File: src/rtl/neander_io_port_pkg.sv
// Shared constants for the NEANDER-X I/O port: status bit positions and
// the CPU-visible IN port addresses.
package neander_io_pkg;

    localparam int ST_RX_AVAIL    = 0;
    localparam int ST_TX_FULL     = 1;
    localparam int ST_TX_EMPTY    = 2;
    localparam int ST_TX_DROPPED  = 3;
    localparam int ST_RX_UNDERRUN = 4;

    localparam logic [7:0] IO_PORT_DATA   = 8'h00;
    localparam logic [7:0] IO_PORT_STATUS = 8'h01;

endpackage

File: src/rtl/neander_io_port_fifo.sv
// Small synchronous FIFO with a combinational head read. The caller must only
// push when not full (or while popping) and only pop when not empty.
module io_sync_fifo #(
    parameter int WIDTH = 8,
    parameter int DEPTH = 4
) (
    input  logic                     clk,
    input  logic                     reset,
    input  logic                     push,
    input  logic                     pop,
    input  logic [WIDTH-1:0]         din,
    output logic [WIDTH-1:0]         dout,
    output logic [$clog2(DEPTH):0]   count,
    output logic                     full,
    output logic                     empty
);

    localparam int AW = $clog2(DEPTH);

    logic [WIDTH-1:0] r_mem [DEPTH];
    logic [AW-1:0]    r_wr_ptr;
    logic [AW-1:0]    r_rd_ptr;
    logic [AW:0]      r_count;

    // Storage carries no reset; stale entries are unreachable once count is 0.
    always_ff @(posedge clk) begin
        if (push) begin
            r_mem[r_wr_ptr] <= din;
        end
    end

    always_ff @(posedge clk or posedge reset) begin
        if (reset) begin
            r_wr_ptr <= '0;
            r_rd_ptr <= '0;
            r_count  <= '0;
        end else begin
            if (push) begin
                r_wr_ptr <= r_wr_ptr + 1'b1;
            end
            if (pop) begin
                r_rd_ptr <= r_rd_ptr + 1'b1;
            end
            case ({push, pop})
                2'b10:   r_count <= r_count + 1'b1;
                2'b01:   r_count <= r_count - 1'b1;
                default: r_count <= r_count;
            endcase
        end
    end

    assign dout  = r_mem[r_rd_ptr];
    assign count = r_count;
    assign full  = (r_count == (AW+1)'(DEPTH));
    assign empty = (r_count == '0);

endmodule

File: src/rtl/neander_io_port.sv
// NEANDER-X peripheral I/O responder: buffers CPU OUT bytes towards an external
// sink and external bytes towards CPU IN ports, with sticky error flags.
module neander_io_port
    import neander_io_pkg::*;
#(
    parameter int TX_DEPTH = 4,
    parameter int RX_DEPTH = 4
) (
    input  logic       clk,
    input  logic       reset,
    input  logic [7:0] io_out,
    input  logic       io_write,
    input  logic       io_read,
    output logic [7:0] io_in,
    output logic [7:0] io_status,
    output logic [7:0] tx_data,
    output logic       tx_valid,
    input  logic       tx_ready,
    input  logic [7:0] rx_data,
    input  logic       rx_valid,
    output logic       rx_ready
);

    localparam int TXCW = $clog2(TX_DEPTH) + 1;
    localparam int RXCW = $clog2(RX_DEPTH) + 1;

    logic [7:0]      w_tx_head;
    logic [TXCW-1:0] w_tx_count;
    logic            w_tx_full;
    logic            w_tx_empty;
    logic            w_tx_push;
    logic            w_tx_pop;
    logic            w_tx_drop;

    logic [7:0]      w_rx_head;
    logic [RXCW-1:0] w_rx_count;
    logic            w_rx_full;
    logic            w_rx_empty;
    logic            w_rx_push;
    logic            w_rx_pop;
    logic            w_rx_underrun;

    logic            r_tx_dropped;
    logic            r_rx_underrun;

    // A full TX FIFO still accepts a write when the sink drains the head on the same edge.
    assign w_tx_pop      = !w_tx_empty && tx_ready;
    assign w_tx_push     = io_write && (!w_tx_full || w_tx_pop);
    assign w_tx_drop     = io_write && w_tx_full && !w_tx_pop;

    assign w_rx_push     = rx_valid && !w_rx_full;
    assign w_rx_pop      = io_read && !w_rx_empty;
    assign w_rx_underrun = io_read && w_rx_empty;

    io_sync_fifo #(.WIDTH(8), .DEPTH(TX_DEPTH)) u_tx_fifo (
        .clk   (clk),
        .reset (reset),
        .push  (w_tx_push),
        .pop   (w_tx_pop),
        .din   (io_out),
        .dout  (w_tx_head),
        .count (w_tx_count),
        .full  (w_tx_full),
        .empty (w_tx_empty)
    );

    io_sync_fifo #(.WIDTH(8), .DEPTH(RX_DEPTH)) u_rx_fifo (
        .clk   (clk),
        .reset (reset),
        .push  (w_rx_push),
        .pop   (w_rx_pop),
        .din   (rx_data),
        .dout  (w_rx_head),
        .count (w_rx_count),
        .full  (w_rx_full),
        .empty (w_rx_empty)
    );

    // A successful data read acknowledges both error flags; a new error on the same edge wins.
    always_ff @(posedge clk or posedge reset) begin
        if (reset) begin
            r_tx_dropped  <= 1'b0;
            r_rx_underrun <= 1'b0;
        end else begin
            if (w_tx_drop) begin
                r_tx_dropped <= 1'b1;
            end else if (w_rx_pop) begin
                r_tx_dropped <= 1'b0;
            end
            if (w_rx_underrun) begin
                r_rx_underrun <= 1'b1;
            end else if (w_rx_pop) begin
                r_rx_underrun <= 1'b0;
            end
        end
    end

    always_comb begin
        io_status                 = 8'h00;
        io_status[ST_RX_AVAIL]    = (w_rx_count != '0);
        io_status[ST_TX_FULL]     = (w_tx_count == TXCW'(TX_DEPTH));
        io_status[ST_TX_EMPTY]    = (w_tx_count == '0);
        io_status[ST_TX_DROPPED]  = r_tx_dropped;
        io_status[ST_RX_UNDERRUN] = r_rx_underrun;
    end

    assign tx_valid = !w_tx_empty;
    assign tx_data  = w_tx_empty ? 8'h00 : w_tx_head;
    assign io_in    = w_rx_empty ? 8'h00 : w_rx_head;
    assign rx_ready = !w_rx_full;

endmodule

File: config.mk
export PLATFORM = sky130hd
export DESIGN_NAME = neander_io_port
export DESIGN_NICKNAME = d
export VERILOG_FILES = /design/src/rtl/neander_io_port_pkg.sv /design/src/rtl/neander_io_port_fifo.sv /design/src/rtl/neander_io_port.sv
export SDC_FILE = /design/constraint.sdc
export NUM_CORES = 1
export LEC_CHECK = 0
export CAP_MARGIN = 15
export CORE_ASPECT_RATIO = 0.5
export CORE_MARGIN = 2
export CORE_UTILIZATION = 52
export DETAILED_ROUTE_END_ITERATION = 12
export PLACE_DENSITY = 0.87
export SLEW_MARGIN = 20
export SYNTH_ARGS = -nofsm -noshare
export SYNTH_HDL_FRONTEND = slang
export SYNTH_HIERARCHICAL = 1
export SYNTH_SLANG_ARGS = --single-unit
File: constraint.sdc
create_clock -name clk -period 7.31 [get_ports clk]
set_input_delay 1.0965 -clock clk [delete_from_list [all_inputs] [get_ports clk]]
set_output_delay 1.0965 -clock clk [all_outputs]
set_load 0.005 [all_outputs]
== Word level (Yosys, flattened, before mapping) ==
Memory sizes are Yosys's and may differ from the RTL's.
Index checks and enable logic that the tools add are counted.

* Memories: 2
* Input port bits: 22
* Register bits after elaboration: 16
* Output and inout bits: 26
* Logic and storage cells: 55
* Bits in writable memories: 64

* Add/subtract/negate cells: 8
* Reduce and logical (&&, ||, !) cells: 20
* Equality and inequality tests: 6
* Mux-type cells: 11

{| class="wikitable"
|+ Memories
! memory !! depth !! bits a word !! rd ports !! clocked after Yosys merged registers in !! write ports !! RTL line !! RTL
|-
| u_rx_fifo.r_mem || 4 || 8 || 1 || 0 || 1 || neander_io_port_fifo.sv:20 || <nowiki>logic [WIDTH-1:0] r_mem [DEPTH];</nowiki>
|-
| u_tx_fifo.r_mem || 4 || 8 || 1 || 0 || 1 || neander_io_port_fifo.sv:20 ||
|}

{| class="wikitable"
|+ Operators with widths
! cell !! number
|-
| 8-bit two-way mux || 2
|-
| 3-bit case mux with 2 select lines || 2
|-
| 2-bit by 1-bit adder with 2-bit output, second input constant || 4
|-
| 2-bit nonzero test || 4
|-
| 1-bit logical AND || 7
|-
| 1-bit two-way mux || 7
|-
| 3-bit by 1-bit adder with 3-bit output, second input constant || 2
|-
| 3-bit == test, second input constant || 2
|-
| 3-bit logical NOT || 2
|-
| 3-bit by 1-bit subtractor with 3-bit output, second input constant || 2
|-
| 1-bit logical NOT || 5
|-
| 2-bit by 1-bit == test with 1-bit output, second input constant || 2
|-
| 2-bit == test, second input constant || 2
|-
| 3-bit nonzero test || 1
|-
| 1-bit logical OR || 1
|}

== Logic depth before layout (Yosys ltp) ==
Gate-level depths: netlist (run 1).

* Word-level depth: 7
* Gate-level depth with buffers: 11

== Hierarchy ==
Netlist (run 1), hierarchy kept.

{| class="wikitable"
|+ By module, submodules not included
! module !! times used !! cells an instance !! area an instance (um2)
|-
| io_sync_fifo || 2 || 79 || 1556.5
|-
| neander_io_port || 1 || 39 || 310.3
|}

== Worst setup path after synthesis (run 1) ==
No wires, ideal clock.

* Kind: input-to-reg
* Start: input tx_ready
* End: register u_tx_fifo.r_count[2] (netlist: u_tx_fifo/count[2])
* Setup time: 0.079 ns
* Stages: 9
* Setup slack: 4.685 ns
* Data required time: 7.231 ns
* Data arrival time: 2.546 ns
* Cells stage by stage: nor2b_2 -> o21a_1 -> inv_1 -> ha_1 -> inv_1 -> fa_1 -> xor2_1 -> nor2_1 -> xor2_1

* Cells in the longest elaborated chain, start to end: 5

{| class="wikitable"
|+ Ends and longest elaborated chain
! element !! RTL line !! RTL
|-
| start, declared || neander_io_port.sv:18 || <nowiki>input logic tx_ready,</nowiki>
|-
| 1-bit logical AND (*) || neander_io_port.sv:47 || <nowiki>assign w_tx_pop = !w_tx_empty && tx_ready;</nowiki>
|-
| 1-bit logical OR (*) || neander_io_port.sv:48 || <nowiki>assign w_tx_push = io_write && (!w_tx_full || w_tx_pop);</nowiki>
|-
| 1-bit logical AND (*) || neander_io_port.sv:48 ||
|-
| via w_tx_push || neander_io_port.sv:31 || <nowiki>logic w_tx_push;</nowiki>
|-
| 2-bit by 1-bit == test with 1-bit output / 2-bit == test (equally long branches) || neander_io_port_fifo.sv:44 || <nowiki>case ({push, pop})</nowiki>
|-
| 3-bit case mux with 2 select lines / 2-bit nonzero test (equally long branches) || n/a ||
|-
| end signal, assigned || neander_io_port_fifo.sv:45 || <nowiki>2'b10: r_count <= r_count + 1'b1;</nowiki>
|-
| end signal, assigned || neander_io_port_fifo.sv:46 || <nowiki>2'b01: r_count <= r_count - 1'b1;</nowiki>
|-
| end signal, assigned || neander_io_port_fifo.sv:47 || <nowiki>default: r_count <= r_count;</nowiki>
|-
| end, declared || neander_io_port_fifo.sv:23 || <nowiki>logic [AW:0] r_count;</nowiki>
|}

The timed path passes the listed nets; every way through them passes the cells marked *.
A chain may end at the register's enable or synchronous reset.

== Final worst setup path (run 1) ==
* Start: register u_rx_fifo.r_count[0] (netlist: u_rx_fifo/count[0])
* End: output io_in[1]

* Cells in the longest elaborated chain, start to end: 2

{| class="wikitable"
|+ Ends and longest elaborated chain
! element !! RTL line !! RTL
|-
| start, declared || neander_io_port_fifo.sv:23 ||
|-
| start signal, assigned || neander_io_port_fifo.sv:45 ||
|-
| start signal, assigned || neander_io_port_fifo.sv:46 ||
|-
| start signal, assigned || neander_io_port_fifo.sv:47 ||
|-
| 3-bit logical NOT || neander_io_port_fifo.sv:55 || <nowiki>assign empty = (r_count == '0);</nowiki>
|-
| via w_rx_empty || neander_io_port.sv:38 || <nowiki>logic w_rx_empty;</nowiki>
|-
| 8-bit two-way mux || neander_io_port.sv:109 || <nowiki>assign io_in = w_rx_empty ? 8'h00 : w_rx_head;</nowiki>
|-
| end, declared || neander_io_port.sv:14 || <nowiki>output logic [7:0] io_in,</nowiki>
|}

The timed path passes the listed nets, and every way through them passes these cells.

==> results.json, run 1 <==
{
  "cts_buffers": 9,
  "setup-tns-final_ns": 0,
  "grt_pass1_wl_um": 9090,
  "crit_path_max_fanout": 10,
  "multi_input_area_um2": 967,
  "yosysWarnings": 6,
  "first_global_vias": 1847,
  "synth_cell_type_count": 28,
  "rsz0062_at_grt": "false",
  "ant_nets": 0,
  "antennaDiodeCount": 0,
  "setup_viol": 0,
  "worstPathCellList": "nor3_1, and2b_1, clkdlybuf4s50_1",
  "slew_headroom_pct": 24.1,
  "min_path_type": "reg2reg",
  "numPortBuffers": 44,
  "final_hold_viol_count": 0,
  "fin_skew_ns": 0.00292,
  "drt_iter0_markers": 73,
  "gp_congestion": 0.745,
  "track_usage_pct": 17.8,
  "netlist_area_mm2": 0.00342,
  "synth_top_area_cell": "edfxtp_1",
  "via_per_inst": 5.08,
  "synth_top_area_share_pct": 56.1,
  "die_w_um": 119,
  "drt_first_pass_iters": 4,
  "vias": 1716,
  "seqCellArea_mm2": 0.00232,
  "cts_root_buf": "clkbuf_16",
  "power_density_mw_per_mm2": 412,
  "final_common_cell": "edfxtp_1",
  "grt_max_degree": 14,
  "row_count": 20,
  "floorplan.initialDensity_pct": 55.2,
  "maxCapViolCount": 0,
  "path_clk_slew_ns": 0.06,
  "fin_area_mm2": 0.00420,
  "period_share_pct": 48.0,
  "min_period_ns": 3.51,
  "drc": 0,
  "power.leakage_nw": 1.56,
  "place_area_mm2": 0.00391,
  "num_io_pins": 48,
  "p_comb_share_pct": 33.6,
  "routed_wl_um": 5770,
  "dpl.hpwl_um": 3960,
  "postCtsSetupBuffers": 0,
  "nNetsFinal": 279,
  "cts_hold_buf": 0,
  "cts.sinks": 80,
  "ys_seq_area_share_pct": 67.8,
  "fin_util_pct": 67.7,
  "p_int_mw": 1.25,
  "globalRouteOverflowTotal": 0,
  "crit_path_end_kind": "output pin",
  "synth.area.top_cells": "edfxtp_1 56%, dfrtp_1 12%, mux4_2 11%, ha_1 3.7%, inv_1 2.1%",
  "dieArea_mm2": 0.00729,
  "clockBufferDepth": 2,
  "ys.flop_type": "edfxtp_1",
  "seqPwrFrac_pct": 41.4,
  "slowest_stage": "nor3_1",
  "die_y_um": 61.4,
  "ys_seq_elements": 80,
  "clk_latency_ns": 0.33,
  "cts_tree": "yes",
  "finalMaxSlewViolations": 0,
  "required_ns": 6.21,
  "switchingPower_uw": 480,
  "synthArstFlopShare_pct": 20.0,
  "areaGrowthSynthToFinish_pct": 22.8,
  "synth_cells": 197,
  "drive_gt1_share_pct": 16.0,
  "synth_edf_count": 64,
  "ctsResizeCount": 0,
  "arrival_ns": 2.41,
  "p_clk_share_pct": 25.0,
  "startpoint_type": "register",
  "fp.coreArea_mm2": 0.00621,
  "irDropWorstVdd_mv": 0.154,
  "fillers": 448,
  "syn_avg_cell_area_um2": 17.4,
  "max_freq_ghz": 0.285,
  "worst_pin_slew_ns": 1.13,
  "ctsHtreeMaxLevel": 3,
  "status": "finished clean",
  "max_stage_delay_ns": 0.92,
  "power_switching_share_pct": 27.7,
  "wl_per_cell_um": 17.1,
  "antenna_found_initial": 0,
  "layout_common_cells": "64 x edfxtp_1, 44 x clkdlybuf4s50_1, 19 x inv_1, 16 x dfrtp_1, 16 x mux4_2",
  "critPathKind": "reg2out"
}
[per-stage QoR]
| stage | power, mW | hold WS (ns) | worst slack (ns) | cells |
|---|---|---|---|---|
| final | 1.73 | 0.514 | 3.80 | 338 |
| after global routing | 1.82 | 0.543 | 3.68 | 338 |
| after CTS | 1.75 | 0.514 | 3.77 | 338 |
| after detailed placement | 1.31 | 0.503 | 4.08 | 322 |
| after global placement | 1.27 | 0.492 | 4.17 | 322 |
| after floorplan | 1.06 | 0.470 | 4.68 | 199 |
[worst max-delay path: cells and delay by family (launching register included)]
family / cells / cell delay (ns)
buf+inv: 1 / 0.46
flops: 1 / 0.42
simple gates: 2 / 1.20
[power by group through the flow]
stage / clock network [mW] / logic [mW] / registers [mW]
finish: 0.433 / 0.581 / 0.716
global route: 0.461 / 0.629 / 0.734
CTS: 0.443 / 0.592 / 0.720
detailed placement: 0 / 0.588 / 0.727
global placement: 0 / 0.557 / 0.715
floorplan: 0 / 0.400 / 0.661
[sequential cells by signal, indices dropped and copies added (netlist names)]
signal / count
u_rx_fifo/r_mem: 32
u_tx_fifo/r_mem: 32
u_rx_fifo/count: 3
u_tx_fifo/count: 3
u_rx_fifo/r_rd_ptr: 2
u_rx_fifo/r_wr_ptr: 2
u_tx_fifo/r_rd_ptr: 2
u_tx_fifo/r_wr_ptr: 2
r_rx_underrun: 1
r_tx_dropped: 1
[cell usage after synthesis, types with 2 or more instances]
master,instances
mux2i_1,2
ha_1,10
nor3_1,3
nor2b_1,2
nand2_1,5
inv_1,19
buf_6,2
nor2b_2,2
mux4_2,16
and2_1,8
xnor2_1,4
buf_4,5
nor2_1,2
and2b_1,7
o21ai_0,2
xor2_1,8
and2b_2,8
and3_1,2
buf_2,2
fa_1,2
dfrtp_1,16
edfxtp_1,64
[metal layers]
layer	routed length [um]	vias up	global-route usage [%]
met2	3140	33	33.7
met5	0	-	0
li1	-	803	-
met1	2260	871	18.5
met4	104	0	7.65
met3	261	9	6.94
[area by class of cell]
type / count / share of cell area (%)
sequential: 80 / 55.2
clock inverter: 3 / 1.01
tap: 88 / 2.62
multi-input combinational: 91 / 23.0
timing repair buffer: 44 / 10.5
inverter: 19 / 1.70
clock buffer: 13 / 5.95
[logic make-up after synthesis]
group	count (synthesis)	synth area share, %
flops	80	67.8
simple gates	41	7.90
buf+inv	28	4.13
mux	19	11.4
fa+ha+maj	12	4.82
xor+xnor	12	3.07
compound gates	4	0.695
other cells	1	0.110
[worst paths after layout]
kind	startpoint	to	slack, ns	cells after the start
worst max-delay path	u_rx_fifo/count[0]	io_in[1]	3.80	3
worst min-delay path	r_rx_underrun	r_rx_underrun	0.51	1
worst max register to register	u_tx_fifo/count[0]	u_tx_fifo/count[2]	4.33	10
worst min register to register	r_rx_underrun	r_rx_underrun	0.51	1
max in group asynchronous	reset	u_tx_fifo/r_rd_ptr[0]	6.01	2
min in group asynchronous	reset	r_tx_dropped	0.99	2
(Power assumes the default switching activity.)
==> run 2: changes to the inputs <==
==> constraint.sdc (replaced) <==
create_clock -name clk -period 3.4 [get_ports clk]
set_input_delay 0.51 -clock clk [delete_from_list [all_inputs] [get_ports clk]]
set_output_delay 0.51 -clock clk [all_outputs]
set_load 0.005 [all_outputs]
==> results.json, run 2 (synthesis gave the netlist of run 1 again) <==
{
  "status": "finished clean",
  "fp.coreArea_mm2": 0.00621,
  "worst_slack_ns": 0.610,
  "irDropWorstVdd_mv": 0.412,
  "startpoint_type": "register",
  "antennaDiodeCount": 0,
  "rsz0062_at_grt": "false",
  "maxCapViolCount": 0,
  "layout_common_cells": "64 x edfxtp_1, 44 x clkdlybuf4s50_1, 19 x inv_1, 16 x dfrtp_1, 16 x mux4_2",
  "cts_root_buf": "clkbuf_16",
  "power_density_mw_per_mm2": 867,
  "min_path_type": "in2async",
  "setup_viol": 0,
  "routed_wl_um": 5750,
  "worst_pin_slew_ns": 0.609,
  "postCtsSetupBuffers": 0,
  "track_usage_pct": 16.8,
  "dpl.hpwl_um": 3990,
  "r2r_slack_ns": 0.99,
  "ctsResizeCount": 0,
  "floorplan.initialDensity_pct": 55.2,
  "via_per_inst": 5.11,
  "crit_path_max_fanout": 10,
  "path_clk_slew_ns": 0.05,
  "grt_max_degree": 14,
  "dieArea_mm2": 0.00729,
  "r2r-start": "u_tx_fifo/count[0]",
  "wl_per_cell_um": 16.9,
  "arrival_ns": 2.28,
  "vias": 1737,
  "seqCellArea_mm2": 0.00232,
  "gp_congestion": 0.742,
  "drc": 0,
  "cts_hold_buf": 0,
  "cts_tree": "yes",
  "worst_hold_slack_ns": 0.428,
  "ctsHtreeMaxLevel": 3,
  "period_share_pct": 82.1,
  "place_ws_ns": 0.837,
  "row_count": 20,
  "first_global_vias": 1770,
  "cts.sinks": 80,
  "slew_headroom_pct": 59.4,
  "final_hold_viol_count": 0,
  "clk_latency_ns": 0.32,
  "fillers": 417,
  "final_cells": 340,
  "ant_nets": 0,
  "max_freq_ghz": 0.358,
  "drive_gt1_share_pct": 16.7,
  "placed_cells": 324,
  "areaGrowthSynthToFinish_pct": 22.3,
  "reg2regPathDepth": 10,
  "seqPwrFrac_pct": 42.6,
  "switchingPower_mw": 1.03,
  "reg_top3": "u_rx_fifo/r_mem: 32 flops, u_tx_fifo/r_mem: 32 flops",
  "globalRouteOverflowTotal": 0,
  "fin_skew_ns": 0.00639,
  "die_y_um": 61.4,
  "drt_first_pass_iters": 4,
  "multi_input_area_um2": 967,
  "numPortBuffers": 44,
  "clockBufferDepth": 2,
  "final_common_cell": "edfxtp_1",
  "nNetsFinal": 281,
  "p_int_mw": 2.60,
  "power_switching_share_pct": 28.4,
  "critPathKind": "reg2out",
  "die_w_um": 119,
  "r2r-end": "u_tx_fifo/count[2]",
  "drt_iter0_markers": 103,
  "grt_pass1_wl_um": 8720,
  "power.leakage_nw": 1.56,
  "num_io_pins": 48,
  "required_ns": 2.89,
  "finalMaxSlewViolations": 0,
  "cts_buffers": 9,
  "p_clk_share_pct": 22.6,
  "crit_path_end_kind": "output pin",
  "place_area_mm2": 0.00393,
  "setup-tns-final_ns": 0,
  "p_comb_share_pct": 34.8,
  "antenna_found_initial": 0,
  "min_period_ns": 2.79,
  "fin_area_mm2": 0.00419
}
==> run 2: cell types whose count changed in the layout (fill, tap and decap cells not counted), sizes merged <==
cell    change
buf         +2
bufinv      -1
clkbuf      -2
clkinv      +3
==> run 2: worst max-delay path by stage <==
stage / startpoint / to / depth (start not counted)
floorplan: u_tx_fifo/count[0] / u_tx_fifo/count[2] / 10
global placement: tx_ready / u_tx_fifo/count[2] / 10
detailed placement: tx_ready / u_tx_fifo/count[2] / 10
CTS: u_rx_fifo/r_rd_ptr[0] / io_in[0] / 3
global route: u_tx_fifo/r_rd_ptr[0] / tx_data[2] / 3
finish: u_tx_fifo/r_rd_ptr[0] / tx_data[3] / 3
==> run 2: metal layers <==
layer	part of all wire, %	global-route usage, %
met1	39	17.1
met2	56	33.8
met3	4.1	5.65
met4	0.47	5.78
met5	0	0
==> run 2: power by group through the flow <==
stage,clock network [mW],logic [mW],registers [mW]
after floorplan,0,0.861,1.42
after global placement,0,1.21,1.54
after detailed placement,0,1.28,1.57
after CTS,0.836,1.29,1.56
after global routing,0.878,1.38,1.58
final,0.819,1.26,1.55
==> run 2: critical path, cell delays in order, from the launching register on <==
cell and delay, ns:
dfrtp_1 0.73, mux4_2 0.57, and2b_2 0.20, clkdlybuf4s50_1 0.47
==> run 2: through the flow <==
| stage | util [%] | total power, mW |
|---|---|---|
| CTS | 67.4 | 3.68 |
| floorplan | - | 2.28 |
| finish | 67.4 | 3.63 |
| global route | 67.4 | 3.84 |
| global placement | 63.3 | 2.75 |
| detailed placement | 63.3 | 2.85 |
==> run 2: layout make-up <==
class	count	area share, %
well taps	88	2.63
inverters	19	1.70
clock buffers	11	5.56
flip-flops and latches	80	55.5
repair buffers	46	10.9
multi-input cells	91	23.1
clock inverters	5	0.628
